**config.mk**
```make
export PLATFORM = sky130hd
export DESIGN_NAME = mmio_port_unit
export DESIGN_NICKNAME = d
export VERILOG_FILES = /design/src/rtl/mmio_port_unit_pkg.sv /design/src/rtl/mmio_port_unit_input_debouncer.sv /design/src/rtl/mmio_port_unit.sv
export SDC_FILE = /design/constraint.sdc
export NUM_CORES = 1
export LEC_CHECK = 0
export BUFFER_PORTS_ARGS = -buffer_cell sky130_fd_sc_hd__buf_2
export CAP_MARGIN = 30
export CORE_UTILIZATION = 30
export DETAILED_ROUTE_END_ITERATION = 10
export PLACE_DENSITY = 0.57
export SLEW_MARGIN = 0
export SYNTH_ARGS = -nofsm -noshare
export SYNTH_HDL_FRONTEND = slang
export SYNTH_SLANG_ARGS = --single-unit
```
**constraint.sdc**
```tcl
create_clock -name clk -period 2.93 [get_ports clk]
set_clock_uncertainty 0.2 [all_clocks]
set_input_delay 0.293 -clock clk [delete_from_list [all_inputs] [get_ports clk]]
set_output_delay 0.293 -clock clk [all_outputs]
set_load 0.005 [all_outputs]
```
**src/rtl/mmio_port_unit_pkg.sv**
```systemverilog
// -----------------------------------------------------------------------------
// mmio_port_unit_pkg
// Shared register offsets, STATUS bit positions and the address-to-register
// decode helper for the memory-mapped I/O port unit.
// -----------------------------------------------------------------------------
package mmio_port_unit_pkg;

    // Byte offsets of the three registers relative to the block base address.
    localparam logic [3:0] OFF_OUT    = 4'h0;
    localparam logic [3:0] OFF_IN     = 4'h4;
    localparam logic [3:0] OFF_STATUS = 4'h8;

    // STATUS register layout.
    localparam int STATUS_CHG_BIT  = 0;
    localparam int STATUS_WCNT_LSB = 8;

    typedef enum logic [1:0] {
        SEL_NONE   = 2'd0,
        SEL_OUT    = 2'd1,
        SEL_IN     = 2'd2,
        SEL_STATUS = 2'd3
    } reg_sel_e;

    // Maps the byte distance from the base address to a register select.
    // Misaligned distances and anything past STATUS select nothing.
    function automatic reg_sel_e decode_sel(input logic [31:0] delta);
        reg_sel_e sel;
        sel = SEL_NONE;
        if (delta[31:4] == 28'h0) begin
            case (delta[3:0])
                OFF_OUT:    sel = SEL_OUT;
                OFF_IN:     sel = SEL_IN;
                OFF_STATUS: sel = SEL_STATUS;
                default:    sel = SEL_NONE;
            endcase
        end else begin
            sel = SEL_NONE;
        end
        return sel;
    endfunction

endpackage

```
**src/rtl/mmio_port_unit_input_debouncer.sv**
```systemverilog
// -----------------------------------------------------------------------------
// mmio_port_unit_input_debouncer
// Two-flop synchroniser followed by a stability filter. The debounced value
// only follows the synchronised input once the same value has been sampled on
// DEBOUNCE_CYCLES consecutive edges.
//
// Ports:
//   clk       in   system clock, rising edge
//   reset     in   synchronous active-high reset
//   i_pins    in   asynchronous input pins
//   o_value   out  debounced value (registered)
//   o_update  out  high during the cycle whose rising edge loads a new o_value
// -----------------------------------------------------------------------------
module mmio_port_unit_input_debouncer
    import mmio_port_unit_pkg::*;
#(
    parameter int WIDTH           = 8,
    parameter int DEBOUNCE_CYCLES = 4
) (
    input  logic             clk,
    input  logic             reset,
    input  logic [WIDTH-1:0] i_pins,
    output logic [WIDTH-1:0] o_value,
    output logic             o_update
);

    localparam int             CW      = $clog2(DEBOUNCE_CYCLES + 1);
    localparam logic [CW-1:0]  CNT_MAX = CW'(DEBOUNCE_CYCLES);
    localparam logic [CW-1:0]  CNT_ONE = CW'(1);

    logic [WIDTH-1:0] r_sync1;
    logic [WIDTH-1:0] r_sync2;
    logic [WIDTH-1:0] r_cand;
    logic [WIDTH-1:0] r_deb;
    logic [CW-1:0]    r_cnt;

    logic [WIDTH-1:0] w_cand_next;
    logic [CW-1:0]    w_cnt_next;
    logic             w_update;

    // Stability counter: a new sample restarts the run at one, a repeated
    // sample extends it and saturates at DEBOUNCE_CYCLES. The debounced value
    // is loaded on the same edge the run length reaches DEBOUNCE_CYCLES.
    always_comb begin
        w_cand_next = r_cand;
        w_cnt_next  = r_cnt;
        if (r_sync2 != r_cand) begin
            w_cand_next = r_sync2;
            w_cnt_next  = CNT_ONE;
        end else if (r_cnt < CNT_MAX) begin
            w_cnt_next  = r_cnt + CNT_ONE;
        end else begin
            w_cnt_next  = r_cnt;
        end
        w_update = (w_cnt_next == CNT_MAX) && (w_cand_next != r_deb);
    end

    // Synchroniser, candidate, counter and debounced value registers.
    always_ff @(posedge clk) begin
        if (reset) begin
            r_sync1 <= '0;
            r_sync2 <= '0;
            r_cand  <= '0;
            r_deb   <= '0;
            r_cnt   <= '0;
        end else begin
            r_sync1 <= i_pins;
            r_sync2 <= r_sync1;
            r_cand  <= w_cand_next;
            r_cnt   <= w_cnt_next;
            if (w_update) begin
                r_deb <= w_cand_next;
            end else begin
                r_deb <= r_deb;
            end
        end
    end

    assign o_value  = r_deb;
    assign o_update = w_update;

endmodule

```
**src/rtl/mmio_port_unit.sv**
```systemverilog
// -----------------------------------------------------------------------------
// mmio_port_unit
// Memory-mapped I/O slave on the data-memory bus. Registers:
//   BASE+0 OUT    read/write, drives PortOut
//   BASE+4 IN     read-only, debounced PortIn
//   BASE+8 STATUS bit0 InChanged (clear on read / write-1-to-clear),
//                 bits 15:8 count of OUT writes modulo 256
//
// Ports:
//   clk, reset            clock and synchronous active-high reset
//   Address, WriteData    byte address and store data
//   MemWrite, MemRead     store / load strobes
//   PortIn                asynchronous input pins
//   Hit                   combinational address match
//   ReadData              combinational load data (0 unless Hit and MemRead)
//   PortOut               registered output port
//   InChanged             sticky input-change flag
// -----------------------------------------------------------------------------
module mmio_port_unit
    import mmio_port_unit_pkg::*;
#(
    parameter logic [31:0] BASE_ADDR       = 32'h1001_0024,
    parameter int          IN_WIDTH        = 8,
    parameter int          DEBOUNCE_CYCLES = 4
) (
    input  logic                clk,
    input  logic                reset,
    input  logic [31:0]         Address,
    input  logic [31:0]         WriteData,
    input  logic                MemWrite,
    input  logic                MemRead,
    input  logic [IN_WIDTH-1:0] PortIn,
    output logic                Hit,
    output logic [31:0]         ReadData,
    output logic [31:0]         PortOut,
    output logic                InChanged
);

    logic [31:0]         r_port_out;
    logic [7:0]          r_wcnt;
    logic                r_in_changed;

    logic [31:0]         w_delta;
    reg_sel_e            w_sel;
    logic                w_out_wr;
    logic                w_status_clr;
    logic [IN_WIDTH-1:0] w_deb;
    logic                w_deb_update;
    logic [31:0]         w_in_word;
    logic [31:0]         w_status_word;

    mmio_port_unit_input_debouncer #(
        .WIDTH           (IN_WIDTH),
        .DEBOUNCE_CYCLES (DEBOUNCE_CYCLES)
    ) u_debouncer (
        .clk      (clk),
        .reset    (reset),
        .i_pins   (PortIn),
        .o_value  (w_deb),
        .o_update (w_deb_update)
    );

    // Decoding on the distance from the base keeps the three registers
    // contiguous even when the base is not 16-byte aligned.
    assign w_delta      = Address - BASE_ADDR;
    assign w_sel        = decode_sel(w_delta);
    assign Hit          = (w_sel != SEL_NONE);
    assign w_out_wr     = MemWrite && (w_sel == SEL_OUT);
    assign w_status_clr = (w_sel == SEL_STATUS) &&
                          (MemRead || (MemWrite && WriteData[0]));

    // Readback words for IN and STATUS.
    always_comb begin
        w_in_word                              = 32'h0;
        w_in_word[IN_WIDTH-1:0]                = w_deb;
        w_status_word                          = 32'h0;
        w_status_word[STATUS_CHG_BIT]          = r_in_changed;
        w_status_word[STATUS_WCNT_LSB +: 8]    = r_wcnt;
    end

    // Combinational read mux; shows pre-edge contents even during a write.
    always_comb begin
        ReadData = 32'h0;
        if (MemRead) begin
            case (w_sel)
                SEL_OUT:    ReadData = r_port_out;
                SEL_IN:     ReadData = w_in_word;
                SEL_STATUS: ReadData = w_status_word;
                default:    ReadData = 32'h0;
            endcase
        end else begin
            ReadData = 32'h0;
        end
    end

    // OUT register, OUT write counter and the sticky change flag.
    // A debounced update on the same edge as a clear keeps the flag set.
    always_ff @(posedge clk) begin
        if (reset) begin
            r_port_out   <= 32'h0;
            r_wcnt       <= 8'h0;
            r_in_changed <= 1'b0;
        end else begin
            if (w_out_wr) begin
                r_port_out <= WriteData;
                r_wcnt     <= r_wcnt + 8'h1;
            end else begin
                r_port_out <= r_port_out;
                r_wcnt     <= r_wcnt;
            end
            if (w_deb_update) begin
                r_in_changed <= 1'b1;
            end else if (w_status_clr) begin
                r_in_changed <= 1'b0;
            end else begin
                r_in_changed <= r_in_changed;
            end
        end
    end

    assign PortOut   = r_port_out;
    assign InChanged = r_in_changed;

endmodule
```
==> results of run 1 <==
power by group through the flow:
stage                     sequential, uW  clock [uW]  combinational (uW)
after global routing                1060        1300                 254
after floorplan                     1080           0                93.7
after CTS                           1060        1270                 233
final                               1060        1230                 234
after detailed placement            1080           0                 210
after global placement              1080           0                 209
Yosys cell counts, types with 2 or more instances:
library cell	instances
or3_1	5
and3_1	3
xor2_1	7
nor4_1	10
or4_1	12
o31a_1	2
and2_1	18
a21oi_1	44
buf_2	4
nor2b_1	29
inv_1	3
clkbuf_1	32
ha_1	2
o41ai_1	2
dfxtp_1	76
or3b_2	3
buf_1	3
a22oi_1	8
nor3_1	8
mux2i_1	18
mux2_2	3
nand3_1	6
o31ai_1	7
nand4_1	42
nor2_1	33
and4b_1	2
o21ai_0	39
xnor2_1	10
or4b_2	2
nand2_1	5
sequential cells by signal (all words and copies together) (netlist names):
signal,cells
InChanged,1
u_debouncer.o_value,8
u_debouncer.r_cnt,3
u_debouncer.r_sync2,8
u_debouncer.r_cand,8
u_debouncer.r_sync1,8
r_wcnt,8
PortOut,32
tightest hold or removal path, stage by stage:
cell	delay (ps)
buf_2	90
nand4_1	50
a21oi_1	60
final cells by class:
type	instances	area, um^2
Timing Repair Buffer	215	1430
Sequential cell	76	1520
Tap cell	168	210
Inverter	3	11.3
Clock inverter	6	95.1
Multi-Input combinational cell	338	2380
Clock buffer	10	239
Fill cell	1198	6370
per-layer routing:
metal / GRT usage (%) / part of all wire, % / up-vias
li1: - / - / 2069
met1: 23.2 / 45 / 1949
met2: 31.8 / 48 / 140
met3: 3.16 / 5.5 / 15
met4: 7.45 / 1.1 / 0
met5: 0 / 0 / -
kinds of logic (layout without fill, tap and decap cells):
| kind of cell | count (synthesis) | after routing | share of synthesized area (%) |
|---|---|---|---|
| adder cells (fa/ha/maj) | 2 | 2 | 0.651 |
| buffers and inverters | 43 | 234 | 4.52 |
| XOR/XNOR | 17 | 17 | 3.87 |
| flip-flops | 76 | 76 | 39.6 |
| AO/OA/AOI/OAI | 112 | 112 | 17.0 |
| AND/OR/NAND/NOR | 186 | 186 | 28.8 |
| multiplexers | 21 | 21 | 5.56 |
worst max path at each step:
stage                                   endpoint  depth (start not counted)
after global placement    r_wcnt[2]$_SDFFE_PP0P_                          8
after CTS                           ReadData[19]                         10
final                               ReadData[23]                         10
after detailed placement  r_wcnt[2]$_SDFFE_PP0P_                          8
after global routing                ReadData[23]                         10
after floorplan           r_wcnt[2]$_SDFFE_PP0P_                          8
metrics by stage:
step | util, % | setup slack [ps] | std cells | setup TNS (ps)
after CTS | 47.0 | -244 | 815 | -7680
after global placement | 41.7 | -384 | 787 | -22710
after detailed placement | 41.7 | -446 | 787 | -23400
after global routing | 48.0 | -271 | 816 | -9560
final | 48.0 | -182 | 816 | -5440
after floorplan | - | -218 | 457 | -3740
what timing repair did:
action                                 4_1_cts  5_1_grt
cloned                                       1        0
hold buffers                                 8        0
resized for setup                           48       28
setup endpoints to repair                   39       52
pin swaps                                   27        4
buffers inserted                             3        1
endpoints found under the hold margin        8        0
==> flow_metrics.py, run 1 <==
metrics = {
    "timing": {
        "max_slew_margin_pct": 64.1,
        "finalCritPeriodShare_pct": 106,
        "holdWs_ps": 10.6,
        "rsz0062_at_grt": "true",
        "timing_hold_violations_final": 0,
        "max_freq_mhz": 321,
        "slew_viol_final": 0,
        "finalSetupViolCount": 38,
        "period_minus_slack_ps": 3110,
        "worst_slack_ps": -182,
        "tightest_slew_ps": 538,
    },
    "cells_and_area": {
        "drive_above_1_share_pct": 42.6,
        "layout_common_cells": "126 x buf_2, 76 x dfxtp_1, 56 x buf_4, 44 x a21oi_1, 42 x nand4_1",
        "antennaDiodeCount": 0,
        "fin_nets": 721,
        "final_area_mm2": 0.00589,
        "area_delta_synth_final_pct": 53.1,
        "final_common_cell": "buf_2",
    },
    "setup_path": {
        "crit_slowest_cell": "or4_4",
        "worstPathRequired_ps": 2440,
        "crit_arrival_ps": 2620,
        "cp_common_cell": "buf_6",
        "cp_top_family": "simple AND/OR/NAND/NOR gates",
        "worstRegToRegCells": 6,
        "rrSetupSlack_ps": 740,
        "path_max_fanout": 5,
        "path_buf_inv": 4,
        "cp_cell_sequence": "buf_6, or4_4, or3_4, o31a_1, buf_6, nor4_4, and4_4, buf_6, and2_4, buf_6",
        "crit_path_start": "Address[17]",
        "start_kind": "primary input",
        "worstSetupPathType": "in -> out",
        "cp-end-kind": "primary output",
        "timing.rr.end": "u_debouncer.o_value[0]$_SDFFE_PP0P_",
        "slowest_delay_ps": 520,
        "r2r_start": "u_debouncer.r_sync2[7]$_SDFF_PP0_",
    },
    "min_path": {
        "hold_end": "PortOut[16]$_SDFFE_PP0P_",
        "hold_start": "WriteData[16]",
        "hp-class": "in -> reg",
        "hold_path_depth": 3,
    },
    "yosys": {
        "yosysSeqAreaShare_pct": 39.6,
        "synth_ff_type": "dfxtp_1",
        "syn_avg_cell_area_um2": 8.42,
        "yosysWarnings": 0,
        "syn-num-nets": 535,
        "synth_cell_types": 49,
        "ys_top_cells_by_area": "dfxtp_1 40%, nand4_1 6.8%, a21oi_1 5.7%",
        "ys_ff_latch": 76,
        "async_flop_share_pct": 0,
        "yosysTopAreaCellShare_pct": 39.6,
        "syn_inst": 457,
        "yosys.area.top_type": "dfxtp_1",
        "netlist_area_mm2": 0.00385,
        "synth_edf_count": 0,
    },
    "grt": {
        "grt_overflow": 0,
        "grt_pass1_vias": 3948,
        "grt_max_degree": 36,
        "antenna_found_initial": 0,
        "track_usage_pct": 18.6,
        "grt_first_pass_wirelength_um": 19200,
    },
    "power_and_ir_drop": {
        "p_int_uw": 1950,
        "power_density_mw_per_mm2": 429,
        "ir_drop_mv": 0.321,
        "p_seq_share_pct": 42.0,
        "p_sw_share_pct": 22.9,
        "total_power_uw": 2530,
        "comb_power_share_pct": 9.3,
        "pwr-share-clk_pct": 48.8,
        "power_switching_uw": 579,
        "power.leakage_uw": 0.00242,
    },
    "floorplan": {
        "dieArea_mm2": 0.0133,
        "io_pins": 142,
        "die_height_um": 115,
        "coreArea_mm2": 0.0123,
        "rows": 40,
        "start_util_pct": 31.4,
        "die_w_um": 115,
    },
    "clock_network": {
        "h-tree-depth": 3,
        "tritoncts": "built",
        "clock-root-buffer": "clkbuf_16",
        "cts_buffer_depth": 2,
        "cts_inserted_buffers": 9,
        "clock_latency_ps": 340,
        "clkSlewWorstSetupHoldPaths_ps": 60,
        "cts_sinks": 76,
    },
    "routing": {
        "wl_per_cell_um": 15.3,
        "drc": 0,
        "viasPerCell": 5.11,
        "dr_total_vias": 4173,
        "drt_iter0_drc": 218,
        "finalWirelength_um": 12400,
        "drtPass1Iterations": 4,
        "antenna_left": 0,
    },
    "run": {
        "maxCapViolCount": 0,
    },
    "outcome": {
        "violations": "negative setup slack",
        "status": "finished, violations left",
    },
    "placed_design": {
        "globalplace.congestion": 0.861,
        "dp_hpwl_um": 8990,
        "io_buffers": 141,
        "dpl_cell_area_mm2": 0.00511,
    },
}
No activity file was read; power rests on OpenSTA's default activity.
==> run 2: changes to the inputs <==
==> constraint.sdc (replaced) <==
create_clock -name clk -period 2.93 [get_ports clk]
set_clock_uncertainty 0.2 [all_clocks]
set_input_delay 0.293 -clock clk [delete_from_list [all_inputs] [get_ports clk]]
set_output_delay 0.293 -clock clk [all_outputs]
set_load 0.1 [all_outputs]
==> run 2 against run 1 <==
Compared with the run above: the flow still finishes with violations (negative setup slack); sequential share of layout area decreased by 2.2 points; global-route usage up 0.77 points; worst hold slack better by 8.3 ps; power shrank 3.0%; largest power group unchanged; via count up 1.2%; sequential power is essentially flat; final area rose by 9.2%.
==> flow_metrics.py, run 2 (synthesis results as in run 1) <==
metrics = {
    "outcome": {
        "status": "finished, violations left",
        "violations": "negative setup slack",
    },
    "power_and_ir_drop": {
        "ir_drop_mv": 0.277,
        "power_density_mw_per_mm2": 381,
        "p_int_uw": 1850,
        "power.leakage_uw": 0.00250,
        "p_sw_share_pct": 24.3,
        "p_seq_share_pct": 43.2,
        "comb_power_share_pct": 9.9,
        "power_switching_uw": 594,
        "pwr-share-clk_pct": 46.9,
    },
    "timing": {
        "worst_slack_ps": -193,
        "holdWs_ps": 18.9,
        "finalCritPeriodShare_pct": 107,
        "max_freq_mhz": 320,
        "finalSetupViolCount": 35,
        "setup_tns_ps": -5080,
        "max_slew_margin_pct": 55.5,
        "period_minus_slack_ps": 3120,
        "rsz0062_at_grt": "true",
        "tightest_slew_ps": 668,
        "slew_viol_final": 0,
        "timing_hold_violations_final": 0,
    },
    "routing": {
        "antenna_left": 0,
        "drt_iter0_drc": 258,
        "dr_total_vias": 4222,
        "viasPerCell": 5.19,
        "drtPass1Iterations": 5,
        "finalWirelength_um": 13000,
        "wl_per_cell_um": 15.9,
        "drc": 0,
    },
    "setup_path": {
        "timing.rr.end": "u_debouncer.o_value[6]$_SDFFE_PP0P_",
        "cp_cell_sequence": "buf_6, or4_4, nor4_4, mux2_4, nor4_4, buf_4, and4_4, and2_4, buf_12",
        "cp-endpoint": "ReadData[25]",
        "worstPathRequired_ps": 2440,
        "cp-end-kind": "primary output",
        "slowest_delay_ps": 570,
        "crit_path_start": "Address[6]",
        "path_max_fanout": 8,
        "crit_arrival_ps": 2630,
        "start_kind": "primary input",
        "worstSetupPathType": "in -> out",
        "rrSetupSlack_ps": 750,
        "worstRegToRegCells": 6,
        "crit_slowest_cell": "or4_4",
        "cp_common_cell": "nor4_4",
        "r2r_start": "u_debouncer.r_sync2[7]$_SDFF_PP0_",
    },
    "floorplan": {
        "dieArea_mm2": 0.0133,
        "start_util_pct": 31.4,
        "rows": 40,
        "die_height_um": 115,
        "die_w_um": 115,
        "io_pins": 142,
        "coreArea_mm2": 0.0123,
    },
    "grt": {
        "grt_first_pass_wirelength_um": 20300,
        "grt_pass1_vias": 4105,
        "grt_overflow": 0,
        "grt_max_degree": 47,
        "track_usage_pct": 19.4,
        "antenna_found_initial": 0,
    },
    "cells_and_area": {
        "final_area_mm2": 0.00643,
        "area_delta_synth_final_pct": 67.2,
        "drive_above_1_share_pct": 44.0,
        "largest_reg_flops": 32,
        "fillers": 1104,
        "fin_nets": 718,
        "layout_common_cells": "105 x buf_2, 76 x dfxtp_1, 52 x buf_4, 43 x a21oi_1, 42 x nand4_1",
        "final_common_cell": "buf_2",
        "antennaDiodeCount": 0,
        "finalNonFillerCells": 813,
    },
    "min_path": {
        "hold_start": "WriteData[15]",
        "hp-class": "in -> reg",
    },
    "clock_network": {
        "cts_inserted_buffers": 9,
        "clock_latency_ps": 330,
        "cts_sinks": 76,
        "cts_buffer_depth": 2,
        "clock-root-buffer": "clkbuf_16",
        "tritoncts": "built",
        "clkSlewWorstSetupHoldPaths_ps": 70,
        "h-tree-depth": 3,
    },
    "run": {
        "maxCapViolCount": 0,
    },
    "placed_design": {
        "dp_hpwl_um": 9250,
        "dpl.cell_count": 781,
        "io_buffers": 141,
        "globalplace.congestion": 0.893,
        "post-place-ws_ps": -524,
        "dpl_cell_area_mm2": 0.00579,
    },
}
-- run 2: area by class of cell --
class / instances / area [um^2] / share of cell area [%]
multi-input combinational: 339 / 2520 / 39.2
timing repair buffer: 211 / 1860 / 28.9
sequential: 76 / 1520 / 23.7
clock buffer: 9 / 225 / 3.50
tap: 168 / 210 / 3.27
clock inverter: 7 / 87.6 / 1.36
inverter: 3 / 11.3 / 0.175
-- run 2: how the worst min path moves through the flow --
stage / to / cells after the start
3_3_place_gp: u_debouncer.r_sync2[0]$_SDFF_PP0_ / 1
6_report: PortOut[15]$_SDFFE_PP0P_ / 3
3_5_place_dp: u_debouncer.r_sync2[0]$_SDFF_PP0_ / 1
4_1_cts: PortOut[15]$_SDFFE_PP0P_ / 3
5_1_grt: PortOut[27]$_SDFFE_PP0P_ / 3
2_1_floorplan: u_debouncer.r_sync2[0]$_SDFF_PP0_ / 1
-- run 2: metal layers --
metal / vias up / part of all wire (%) / wire, um / track usage, %
li1: 2070 / - / - / -
met1: 2020 / 43 / 5570 / 23.9
met2: 124 / 51 / 6680 / 34.8
met3: 8 / 4.7 / 612 / 2.85
met4: 0 / 0.85 / 110 / 5.37
met5: - / 0 / 0 / 0
-- run 2: repair_timing --
action	in CTS	in global routing
buffers inserted	6	2
setup endpoints to repair	40	68
gates cloned	1	0
pin swaps	19	5
resized for setup	26	10
hold buffers	8	0
hold endpoints to repair	8	0
-- run 2: through the flow --
step / total power (uW) / utilization [%]
3_5_place_dp: 1290 / 47.2
5_1_grt: 2550 / 52.4
3_3_place_gp: 1290 / 47.2
6_report: 2450 / 52.4
4_1_cts: 2470 / 51.9
2_1_floorplan: 1170 / -
-- run 2: worst max-delay path, delay by kind of cell --
family | cells | cell delay [ps]
and+or+nand+nor | 5 | 1550
muxes | 1 | 350
buffers and inverters | 3 | 420
-- run 2: power groups by stage --
stage / clock network [uW] / logic (uW) / registers (uW)
final: 1150 / 243 / 1060
after CTS: 1180 / 238 / 1060
after global routing: 1230 / 260 / 1060
after detailed placement: 0 / 212 / 1080
after floorplan: 0 / 95.0 / 1080
after global placement: 0 / 208 / 1080
==> run 3: changes to the inputs <==
--- a/config.mk
+++ b/config.mk
@@ -7,9 +7,10 @@
 export LEC_CHECK = 0
 export BUFFER_PORTS_ARGS = -buffer_cell sky130_fd_sc_hd__buf_2
 export CAP_MARGIN = 30
-export CORE_UTILIZATION = 30
+export CORE_UTILIZATION = 45
+export CTS_BUF_LIST = sky130_fd_sc_hd__clkbuf_8
 export DETAILED_ROUTE_END_ITERATION = 10
-export PLACE_DENSITY = 0.57
+export PLACE_DENSITY = 0.79
 export SLEW_MARGIN = 0
 export SYNTH_ARGS = -nofsm -noshare
 export SYNTH_HDL_FRONTEND = slang
==> run 3 against run 2 <==
Compared with the run above: the run still ends with negative setup slack left; clock power down 28%; largest cell class unchanged; sequential share of layout area up 0.36 points; critical path type unchanged; utilization grew 24 points; first-iteration DRC count down 7.0%; final area is 1.5% lower.
==> flow_metrics.py, run 3 (synthesis results as in run 1) <==
metrics = {
    "outcome": {
        "status": "finished, violations left",
        "violations": "negative setup slack",
    },
    "setup_path": {
        "worstPathRequired_ps": 2440,
        "crit_arrival_ps": 2810,
        "slowest_delay_ps": 560,
        "start_kind": "primary input",
        "path_max_fanout": 8,
        "cp_cell_sequence": "buf_6, or4_4, nor4_4, mux2_4, nor4_4, buf_4, nand4_1, buf_12, nor2_4, buf_12",
        "cp-end-kind": "primary output",
        "crit_slowest_cell": "or4_4",
        "worstSetupPathType": "in -> out",
    },
    "run": {
        "maxCapViolCount": 0,
    },
    "timing": {
        "finalSetupViolCount": 44,
        "period_minus_slack_ps": 3310,
        "rsz0062_at_grt": "true",
        "timing_hold_violations_final": 0,
        "slew_viol_final": 0,
        "tightest_slew_ps": 593,
        "max_slew_margin_pct": 60.4,
        "max_freq_mhz": 303,
        "finalCritPeriodShare_pct": 113,
        "worst_slack_ps": -375,
    },
    "clock_network": {
        "clock_latency_ps": 350,
        "cts_sinks": 76,
        "cts_buffer_depth": 2,
        "h-tree-depth": 3,
        "clkSlewWorstSetupHoldPaths_ps": 80,
        "cts_inserted_buffers": 9,
        "clock-root-buffer": "clkbuf_8",
        "tritoncts": "built",
    },
    "power_and_ir_drop": {
        "ir_drop_mv": 0.346,
        "power_density_mw_per_mm2": 340,
        "power.leakage_uw": 0.00250,
    },
    "placed_design": {
        "post-place-ws_ps": -526,
        "dp_hpwl_um": 8960,
        "io_buffers": 141,
        "globalplace.congestion": 0.910,
    },
    "routing": {
        "antenna_left": 0,
        "dr_total_vias": 4473,
        "drt_iter0_drc": 240,
        "finalWirelength_um": 13100,
        "wl_per_cell_um": 17.1,
        "drtPass1Iterations": 5,
        "drc": 0,
        "viasPerCell": 5.83,
    },
    "grt": {
        "grt_pass1_vias": 4286,
        "grt_overflow": 0,
        "grt_max_degree": 34,
        "antenna_found_initial": 0,
        "track_usage_pct": 28.8,
        "grt_first_pass_wirelength_um": 20200,
    },
    "cells_and_area": {
        "antennaDiodeCount": 0,
        "largest_reg_flops": 32,
        "fin_nets": 735,
        "drive_above_1_share_pct": 41.8,
        "area_delta_synth_final_pct": 64.7,
        "final_common_cell": "buf_2",
        "final_util_pct": 76.7,
        "layout_common_cells": "103 x buf_2, 76 x dfxtp_1, 57 x buf_4, 44 x a21oi_1, 42 x nand4_1",
    },
    "floorplan": {
        "rows": 33,
        "die_height_um": 94.5,
        "dieArea_mm2": 0.00892,
        "coreArea_mm2": 0.00826,
        "io_pins": 142,
        "die_w_um": 94.5,
        "start_util_pct": 46.6,
    },
    "min_path": {
        "hp-class": "in -> reg",
    },
}
==> run 3: report_power, final <==
group	switching, uW	internal, uW	leakage (uW)
sequential	10.9	1050	0.000617
clock	426	407	0.000103
combinational	125	137	0.00178
total	562	1590	0.00250
==> run 3: area by class of cell <==
type	count	area, um^2
timing repair buffer	229	2000
clock inverter	7	80.1
fill	529	1920
inverter	3	11.3
multi-input combinational	338	2460
clock buffer	9	124
tap	105	131
sequential	76	1520
==> run 3: path summary, 6_finish.rpt <==
check                                    startpoint                                  end  slack (ps)  depth (start not counted)
setup / recovery                        Address[13]                         ReadData[15]        -380                         10
hold reg to reg   u_debouncer.r_sync1[6]$_SDFF_PP0_    u_debouncer.r_sync2[6]$_SDFF_PP0_         250                          1
hold / removal                        WriteData[17]             PortOut[17]$_SDFFE_PP0P_           4                          3
setup reg to reg  u_debouncer.r_sync2[6]$_SDFF_PP0_  u_debouncer.o_value[0]$_SDFFE_PP0P_         690                          6
==> run 3: layer usage <==
metal,up-vias,wire length (um),part of all wire [%],GRT usage [%]
met1,2102,5140,39,34.5
met4,0,189,1.4,8.71
met3,25,1120,8.5,5.64
met2,246,6650,51,51.8
met5,-,0,0,0
li1,2100,-,-,-
==> run 3: worst max-delay path: cells and delay by family <==
kind | cells | cell delay (ps)
buffers and inverters | 4 | 660
muxes | 1 | 350
and+or+nand+nor | 5 | 1490
==> run 3: timing repair <==
item / in CTS / in global routing
pin swaps: 5 / 8
setup endpoints to repair: 51 / 73
gates resized for setup: 13 / 11
hold buffers: 27 / 0
hold endpoints to repair: 27 / 0
setup buffers: 4 / 2
==> run 3: stage by stage <==
stage	instance area (um^2)	hold slack, ps	total power, uW	setup TNS, ps	instances
after floorplan	4070	214	1170	-20000	457
after detailed placement	5670	228	1290	-29740	718
after CTS	6260	0.0205	2150	-10120	765
after global routing	6330	6.38	2230	-14890	767
final	6330	3.96	2150	-9910	767
after global placement	5670	217	1280	-25510	718
